==> config.mk <==
export PLATFORM = sky130hd
export DESIGN_NAME = adc_drp_sampler
export DESIGN_NICKNAME = d
export VERILOG_FILES = /design/src/rtl/ap_adc_pkg.sv /design/src/rtl/adc_drp_sampler_tick_gen.sv /design/src/rtl/adc_drp_sampler.sv
export SDC_FILE = /design/constraint.sdc
export NUM_CORES = 1
export LEC_CHECK = 0
export CORE_AREA = 5 5 66 68
export CTS_CLUSTER_DIAMETER = 100
export DETAILED_ROUTE_END_ITERATION = 6
export DIE_AREA = 0 0 71 73
export GPL_TIMING_DRIVEN = 0
export HOLD_SLACK_MARGIN = 0.15
export PLACE_DENSITY = 0.76
export SYNTH_ARGS = -nofsm -noshare
export SYNTH_HDL_FRONTEND = slang
export SYNTH_SLANG_ARGS = --single-unit
==> constraint.sdc <==
create_clock -name clk -period 2.3 [get_ports clk]
set_input_delay 0.69 -clock clk [delete_from_list [all_inputs] [get_ports clk]]
set_output_delay 0.69 -clock clk [all_outputs]
set_load 0.05 [all_outputs]
==> src/rtl/ap_adc_pkg.sv <==
// Shared types and constants for the audio front-end: DRP read FSM states,
// XADC DRP status-register addresses and the rate-divider width helper.
package ap_adc_pkg;

   typedef enum logic [1:0] {
      IDLE,
      REQ,
      WAIT
   } drp_state_e;

   // XADC status registers: on-chip temperature and the sixteen VAUX results.
   localparam logic [6:0] XADC_TEMP   = 7'h00;
   localparam logic [6:0] XADC_VAUX0  = 7'h10;
   localparam logic [6:0] XADC_VAUX1  = 7'h11;
   localparam logic [6:0] XADC_VAUX2  = 7'h12;
   localparam logic [6:0] XADC_VAUX3  = 7'h13;
   localparam logic [6:0] XADC_VAUX4  = 7'h14;
   localparam logic [6:0] XADC_VAUX5  = 7'h15;
   localparam logic [6:0] XADC_VAUX6  = 7'h16;
   localparam logic [6:0] XADC_VAUX7  = 7'h17;
   localparam logic [6:0] XADC_VAUX8  = 7'h18;
   localparam logic [6:0] XADC_VAUX9  = 7'h19;
   localparam logic [6:0] XADC_VAUX10 = 7'h1A;
   localparam logic [6:0] XADC_VAUX11 = 7'h1B;
   localparam logic [6:0] XADC_VAUX12 = 7'h1C;
   localparam logic [6:0] XADC_VAUX13 = 7'h1D;
   localparam logic [6:0] XADC_VAUX14 = 7'h1E;
   localparam logic [6:0] XADC_VAUX15 = 7'h1F;

   function automatic int div_width(input int div);
      return (div > 1) ? $clog2(div) : 1;
   endfunction

endpackage

==> src/rtl/adc_drp_sampler_tick_gen.sv <==
// Sample-rate counter: counts 0..DIV-1 and flags the last count as the tick.
module sample_tick_gen
   import ap_adc_pkg::*;
#(
   parameter int DIV = 12500
) (
   input  logic clk,
   input  logic rst,
   output logic tick
);

   localparam int CW = div_width(DIV);

   logic [CW-1:0] count_q, count_d;

   assign tick    = (count_q == CW'(DIV - 1));
   assign count_d = tick ? '0 : count_q + CW'(1);

   // NOTE: sequential state uses non-blocking assignments so every register
   // samples the pre-edge values, independent of process ordering.
   always_ff @(posedge clk) begin
      if (rst) count_q <= '0;
      else     count_q <= count_d;
   end

endmodule

==> src/rtl/adc_drp_sampler.sv <==
// Periodic single-register XADC DRP reader delivering audio samples, with
// sticky timeout and overrun flags.
module adc_drp_sampler
   import ap_adc_pkg::*;
#(
   parameter int         CLK_HZ       = 100_000_000,
   parameter int         SAMPLE_HZ    = 8000,
   parameter logic [6:0] CHANNEL_ADDR = XADC_VAUX3,
   parameter int         DRP_TIMEOUT  = 64,
   parameter int         DATA_WIDTH   = 12
) (
   input  logic                  clk,
   input  logic                  rst,
   input  logic                  clr_flags,
   output logic                  drp_den,
   output logic [6:0]            drp_daddr,
   output logic                  drp_dwe,
   input  logic                  drp_drdy,
   input  logic [15:0]           drp_do,
   output logic [DATA_WIDTH-1:0] adc_data,
   output logic                  adc_valid,
   output logic                  overrun,
   output logic                  timeout
);

   localparam int DIV = CLK_HZ / SAMPLE_HZ;
   localparam int WCW = $clog2(DRP_TIMEOUT + 1);

   drp_state_e            state_q, state_d;
   logic [WCW-1:0]        wait_cnt_q, wait_cnt_d;
   logic [DATA_WIDTH-1:0] data_q, data_d;
   logic                  den_q, den_d;
   logic                  valid_q, valid_d;
   logic                  overrun_q, overrun_d;
   logic                  timeout_q, timeout_d;
   logic                  tick;
   logic                  set_timeout;
   logic                  drp_do_unused;

   sample_tick_gen #(.DIV(DIV)) u_tick_gen (
      .clk  (clk),
      .rst  (rst),
      .tick (tick)
   );

   // NOTE: every always_comb output gets a default first so no path can
   // leave it unassigned and infer a latch.
   always_comb begin
      state_d     = state_q;
      wait_cnt_d  = wait_cnt_q;
      data_d      = data_q;
      valid_d     = 1'b0;
      set_timeout = 1'b0;
      case (state_q)
         IDLE: if (tick) state_d = REQ;
         REQ: begin
            state_d    = WAIT;
            wait_cnt_d = WCW'(1);
         end
         WAIT: begin
            // drdy is checked first so a response on the last allowed cycle wins.
            if (drp_drdy) begin
               data_d  = drp_do[15 -: DATA_WIDTH];
               valid_d = 1'b1;
               state_d = IDLE;
            end else if (wait_cnt_q == WCW'(DRP_TIMEOUT)) begin
               set_timeout = 1'b1;
               state_d     = IDLE;
            end else begin
               wait_cnt_d = wait_cnt_q + WCW'(1);
            end
         end
         default: state_d = IDLE;
      endcase
      den_d     = (state_d == REQ);
      overrun_d = (tick && (state_q != IDLE)) || (overrun_q && !clr_flags);
      timeout_d = set_timeout || (timeout_q && !clr_flags);
   end

   always_ff @(posedge clk) begin
      if (rst) begin
         state_q    <= IDLE;
         wait_cnt_q <= '0;
         data_q     <= '0;
         den_q      <= 1'b0;
         valid_q    <= 1'b0;
         overrun_q  <= 1'b0;
         timeout_q  <= 1'b0;
      end else begin
         state_q    <= state_d;
         wait_cnt_q <= wait_cnt_d;
         data_q     <= data_d;
         den_q      <= den_d;
         valid_q    <= valid_d;
         overrun_q  <= overrun_d;
         timeout_q  <= timeout_d;
      end
   end

   // Low drp_do bits carry no conversion data.
   assign drp_do_unused = ^drp_do[15-DATA_WIDTH:0];

   assign drp_den   = den_q;
   assign drp_daddr = CHANNEL_ADDR;
   assign drp_dwe   = 1'b0;
   assign adc_data  = data_q;
   assign adc_valid = valid_q;
   assign overrun   = overrun_q;
   assign timeout   = timeout_q;

endmodule

Yosys cells after proc, flatten, opt, wreduce, memory -nomap -nowiden
Cells that the tools add are included.
Word-level totals
  register bits: 39
  bits in latches: 0
  bits in writable memories: 0
  bits in read-only memories: 0
  bits of input ports: 20
  output and inout bits: 24
  logic and storage cells: 42
  memories: 0
Cells by class
  add/subtract/negate cells: 2
  multipliers: 0
  div/mod/pow operators: 0
  $lt $le $gt $ge: 0
  equality and inequality tests: 7
  shift operators: 0
  multiplexer cells: 11
  bitwise gates (word level): 1
  reductions and logical operators: 13
Operator list (number)
  14-bit by 1-bit adder with 14-bit output (second input constant): 1
  14-bit == test (second input constant): 1
  7-bit 2-to-1 mux: 2
  7-bit one-hot mux with 2 select lines: 1
  7-bit by 1-bit adder with 7-bit output (second input constant): 1
  7-bit == test (second input constant): 1
  2-bit 2-to-1 mux: 3
  2-bit one-hot mux with 3 select lines: 1
  2-bit by 1-bit == test with 1-bit output (second input constant): 2
  1-bit 2-to-1 mux: 4
  2-bit inequality test (second input constant): 2
  2-bit nonzero test: 2
  2-bit OR reduction: 2
  1-bit logical AND: 3
  3-bit AND reduction: 1
  2-bit == test (second input constant): 1
  2-bit zero test: 1
  1-bit logical OR: 2
  2-bit AND reduction: 1
  1-bit zero test: 1
  1-bit inverter: 1

Longest topological paths before layout
  depth in word-level cells: 5
  gate-level depth with buffers: 7
  depth with buffers taken out: 5

Cells and area by module
A second synthesis with hierarchy kept.
Unflattened totals
  cells, all modules: 204
  area total of the unflattened synthesis: 1740.4 um^2
Modules (own cells, without submodules)
  adc_drp_sampler: times used 1, cells an instance 131, area each 1091.0 um^2, sequential area each 500.5 um^2
  sample_tick_gen: times used 1, cells an instance 73, area each 649.4 um^2, sequential area each 280.3 um^2

Worst setup path after synthesis
No wires, ideal clock.
  kind: in2reg
  start point: input drp_drdy
  end point: register wait_cnt_q[6]
  library setup time: 0.114 ns
  arrival time: 1.775 ns
  required time: 2.186 ns
  setup slack: 0.410 ns
  stages on the path: 4
  path buffers: 0
  cells stage by stage: or3b_1 -> or4_1 -> xor2_1 -> nor2_1
Between the ends
  longest elaborated chain between the ends: 2
RTL lines
  from (decl): RTL line adc_drp_sampler.sv:18  | input logic drp_drdy,
  2-bit inequality test (no line)
  3-bit AND reduction (no line)
  to (signal assigned): RTL line adc_drp_sampler.sv:91  | wait_cnt_q <= wait_cnt_d;
  to (decl): RTL line adc_drp_sampler.sv:30  | logic [WCW-1:0] wait_cnt_q, wait_cnt_d;
Every way passes these cells.
A chain may end at the register's enable or synchronous reset.

Worst setup path after layout
  start point: register data_q[1] (netlist: adc_data[1])
  end point: output adc_data[1]
RTL lines
  from (decl): RTL line adc_drp_sampler.sv:31  | logic [DATA_WIDTH-1:0] data_q, data_d;
  from (signal assigned): RTL line adc_drp_sampler.sv:92  | data_q <= data_d;
  to (decl): RTL line adc_drp_sampler.sv:20  | output logic [DATA_WIDTH-1:0] adc_data,
No word-level cell between the ends.

==> results.md <==
- I/O pin count: 44
- DIE AREA: 0.005183 mm2
- Worst hold stages: 2
- R2R Path Start: u_tick_gen.count_q[2]$_SDFF_PP0_
- R2R cell count: 6
- Skew final: 0.004747 ns
- Vias in the first global route: 1210
- DRC Markers: 0
- CP Capture Type: output pin
- Final Util: 57.21%
- Post-Syn Area: 0.001678 mm2
- Post-CTS setup repair buffer count: 0
- Main synth FF type: dfxtp_1
- Tot GR Track Use: 12.84%
- Dpl cell area: 0.002073 mm2
- CP top delay family: buffers and inverters
- Pre-CTS setup slack: -0.1475 ns
- EDFF count, synth: 0
- Unique masters post-synth: 34
- CP startpoint: adc_data[1]$_SDFFE_PP0P_
- Initial core utilization: 44.17%
- Leakage Power: 0.7457 nW
- Area contributors post-synth: dfxtp_1 47%, nand2_1 6.7%, xnor2_1 5.7%
- Worst Slack Setup Final: 0.1440 ns
- Post-synth top area share: 46.53%
- Hold Startpoint: adc_data[11]$_SDFFE_PP0P_
- Hold Violations, Final: 0
- Clock Path Buffers: 2
- Max-cap violations: 0
- Resized Gates After CTS: 0
- Crit path max fanout: 2
- CP arrival: 1.47 ns
- Vias: 1365
- Max VDD drop: 0.4567 mV
- CTS root buf: clkbuf_8
- Max stage delay on crit path: 0.84 ns
- Hold WS: 0.4557 ns
- H-tree Lvls: 2
- Area leader, netlist: dfxtp_1
- DP HPWL: 2365 um
- Final Max Slew Viols: 0
- FMAX: 463.8 MHz
- Worst Max-Slew Pin Slew: 0.5303 ns
- Skew-Pair Late Insertion Delay: 0.28 ns
- Yosys reg bits: 39
- Design area: 0.002173 mm2
- Mean post-synth cell area: 8.649 um2
- Via-to-Cell Ratio: 4.723
- Req. time, crit path: 1.61 ns
- Seq/Total Area, Yosys: 46.53%
- RSZ-0062 raised after global routing: no
- FF-to-FF setup slack: 0.34 ns
- Largest net degree at the start of global routing: 12
- Slowest-stage cell, CP: clkdlybuf4s50_1
- Post-DR wirelength/cell: 11.14 um
- Synthesis-to-finish area growth: 29.53%
- Hold Path Sink: adc_data[11]$_SDFFE_PP0P_
- Buf/Inv on CP: 1
- Final #Nets: 261
- Outcome: finished clean
- Crit path cell chain: clkdlybuf4s50_1
- Final estimated routing congestion in global placement: 0.8056
- FP Rows: 23
- PD cells: 584.5 mW/mm2
- Crit path kind: reg2out
- First-pass GRT wire length: 5292 um
- Placed Cells: 281
- ANT nets after route: 0
- Initial antenna violation count: 0
- Inserted Diodes: 0
- Die Width: 71 um
- DR pass1 iterations: 4
- Final setup violating endpoints: 0
- Core area: 0.003799 mm2
- Overflow after GRT: 0
- Clock transition at path regs: 0.07 ns
- Layout cells sized above 1: 10.04%
- Worst R2R End: u_tick_gen.count_q[9]$_SDFF_PP0_
- Die height: 73 um
- Slew margin rel.: 64.54%
- Count leader, synth: dfxtp_1
- Post-synth ARST share: 0%
- Final std cells w/o fill: 289
- Total clock sinks: 39
- PortBufs: 31
- Worst Hold Class: reg2reg
- Post-Syn Instances: 194
- Min Tclk post-route: 2.156 ns
- CTS buffer count: 5
- Drt total wl: 3219 um
- CTS hold repair buffers: 0
- Initial detailed-routing violation count: 73
- Commonest cells in the synthesized netlist: 39 x dfxtp_1, 30 x nand2_1, 21 x nor2_1, 16 x a21oi_1, 11 x xnor2_1
- Crit. path cell count: 1
- Crit path launch type: flip-flop
- CTS tree: done
- Yosys warnings: 0
- Final worst path period share: 93.74%
-- area by class of cell --
class                   count  area [um2]
fillers                   367        1625
inverters                   6       22.52
plain buffers              14       102.6
clock buffers               8       100.1
repair buffers             31       310.3
multi-input cells         141       794.5
well taps                  50       62.56
flip-flops and latches     39       780.7
-- per-stage QoR --
step	TNS, ns	total power, W
2_1_floorplan	0	0.0007634
3_3_place_gp	-0.1578	0.0007964
3_5_place_dp	-0.2227	0.0007972
4_1_cts	0	0.001287
5_1_grt	0	0.001319
6_report	0	0.001270
-- worst max-delay path by stage --
stage	endpoint	slack, ns
finish	adc_data[1]	0.14
global route	adc_data[1]	0.11
CTS	adc_data[1]	0.14
detailed placement	wait_cnt_q[6]$_SDFFE_PP0P_	-0.15
global placement	wait_cnt_q[6]$_SDFFE_PP0P_	-0.11
floorplan	wait_cnt_q[6]$_SDFFE_PP0P_	0.41
-- kinds of logic (layout without fill, tap and decap cells) --
| kind of cell | count (synthesis) | count (layout) | share of synthesized area [%] |
|---|---|---|---|
| AO/OA/AOI/OAI | 20 | 20 | 6.190 |
| flip-flops | 39 | 39 | 46.53 |
| adder cells (fa/ha/maj) | 3 | 3 | 2.237 |
| XOR/XNOR | 16 | 16 | 8.352 |
| AND/OR/NAND/NOR | 93 | 93 | 28.19 |
| buffers and inverters | 20 | 59 | 7.457 |
| multiplexers | 1 | 1 | 0.5966 |
| other | 2 | 8 | 0.4476 |
-- layout by cell type (no fill, tap or decap), types with 4 or more instances in the layout --
| cell type | count |
|---|---|
| dfxtp_1 | 39 |
| clkdlybuf4s50_1 | 31 |
| nand2_1 | 30 |
| nor2_1 | 21 |
| a21oi_1 | 16 |
| xnor2_1 | 11 |
| buf_4 | 9 |
| conb_1 | 8 |
| clkbuf_8 | 7 |
| inv_1 | 6 |
| nand3_1 | 6 |
| nor3_1 | 6 |
| clkbuf_1 | 5 |
| nand4_1 | 5 |
| xor2_1 | 5 |
| nor2_2 | 4 |
-- sequential cells by signal, indices dropped and copies added (netlist names) --
register / count
timeout: 1
state_q: 2
u_tick_gen.count_q: 14
overrun: 1
drp_den: 1
adc_valid: 1
wait_cnt_q: 7
adc_data: 12
-- power breakdown --
part / leakage, nW / internal, W / switching, W
registers: 0.315 / 0.000679 / 0.00000488
clock network: 0.0515 / 0.000273 / 0.000215
logic: 0.380 / 0.0000444 / 0.0000529
total: 0.746 / 0.000997 / 0.000273
-- metal layers --
layer  vias to the layer above  global-route usage (%)  routed length (um)
li1                        711                       -                   -
met3                         6                   5.372                 239
met4                         0                   5.428                  40
met1                       609                   14.72                1455
met5                         -                       0                   0
met2                        39                   21.11                1484
(Power assumes the default switching activity.)
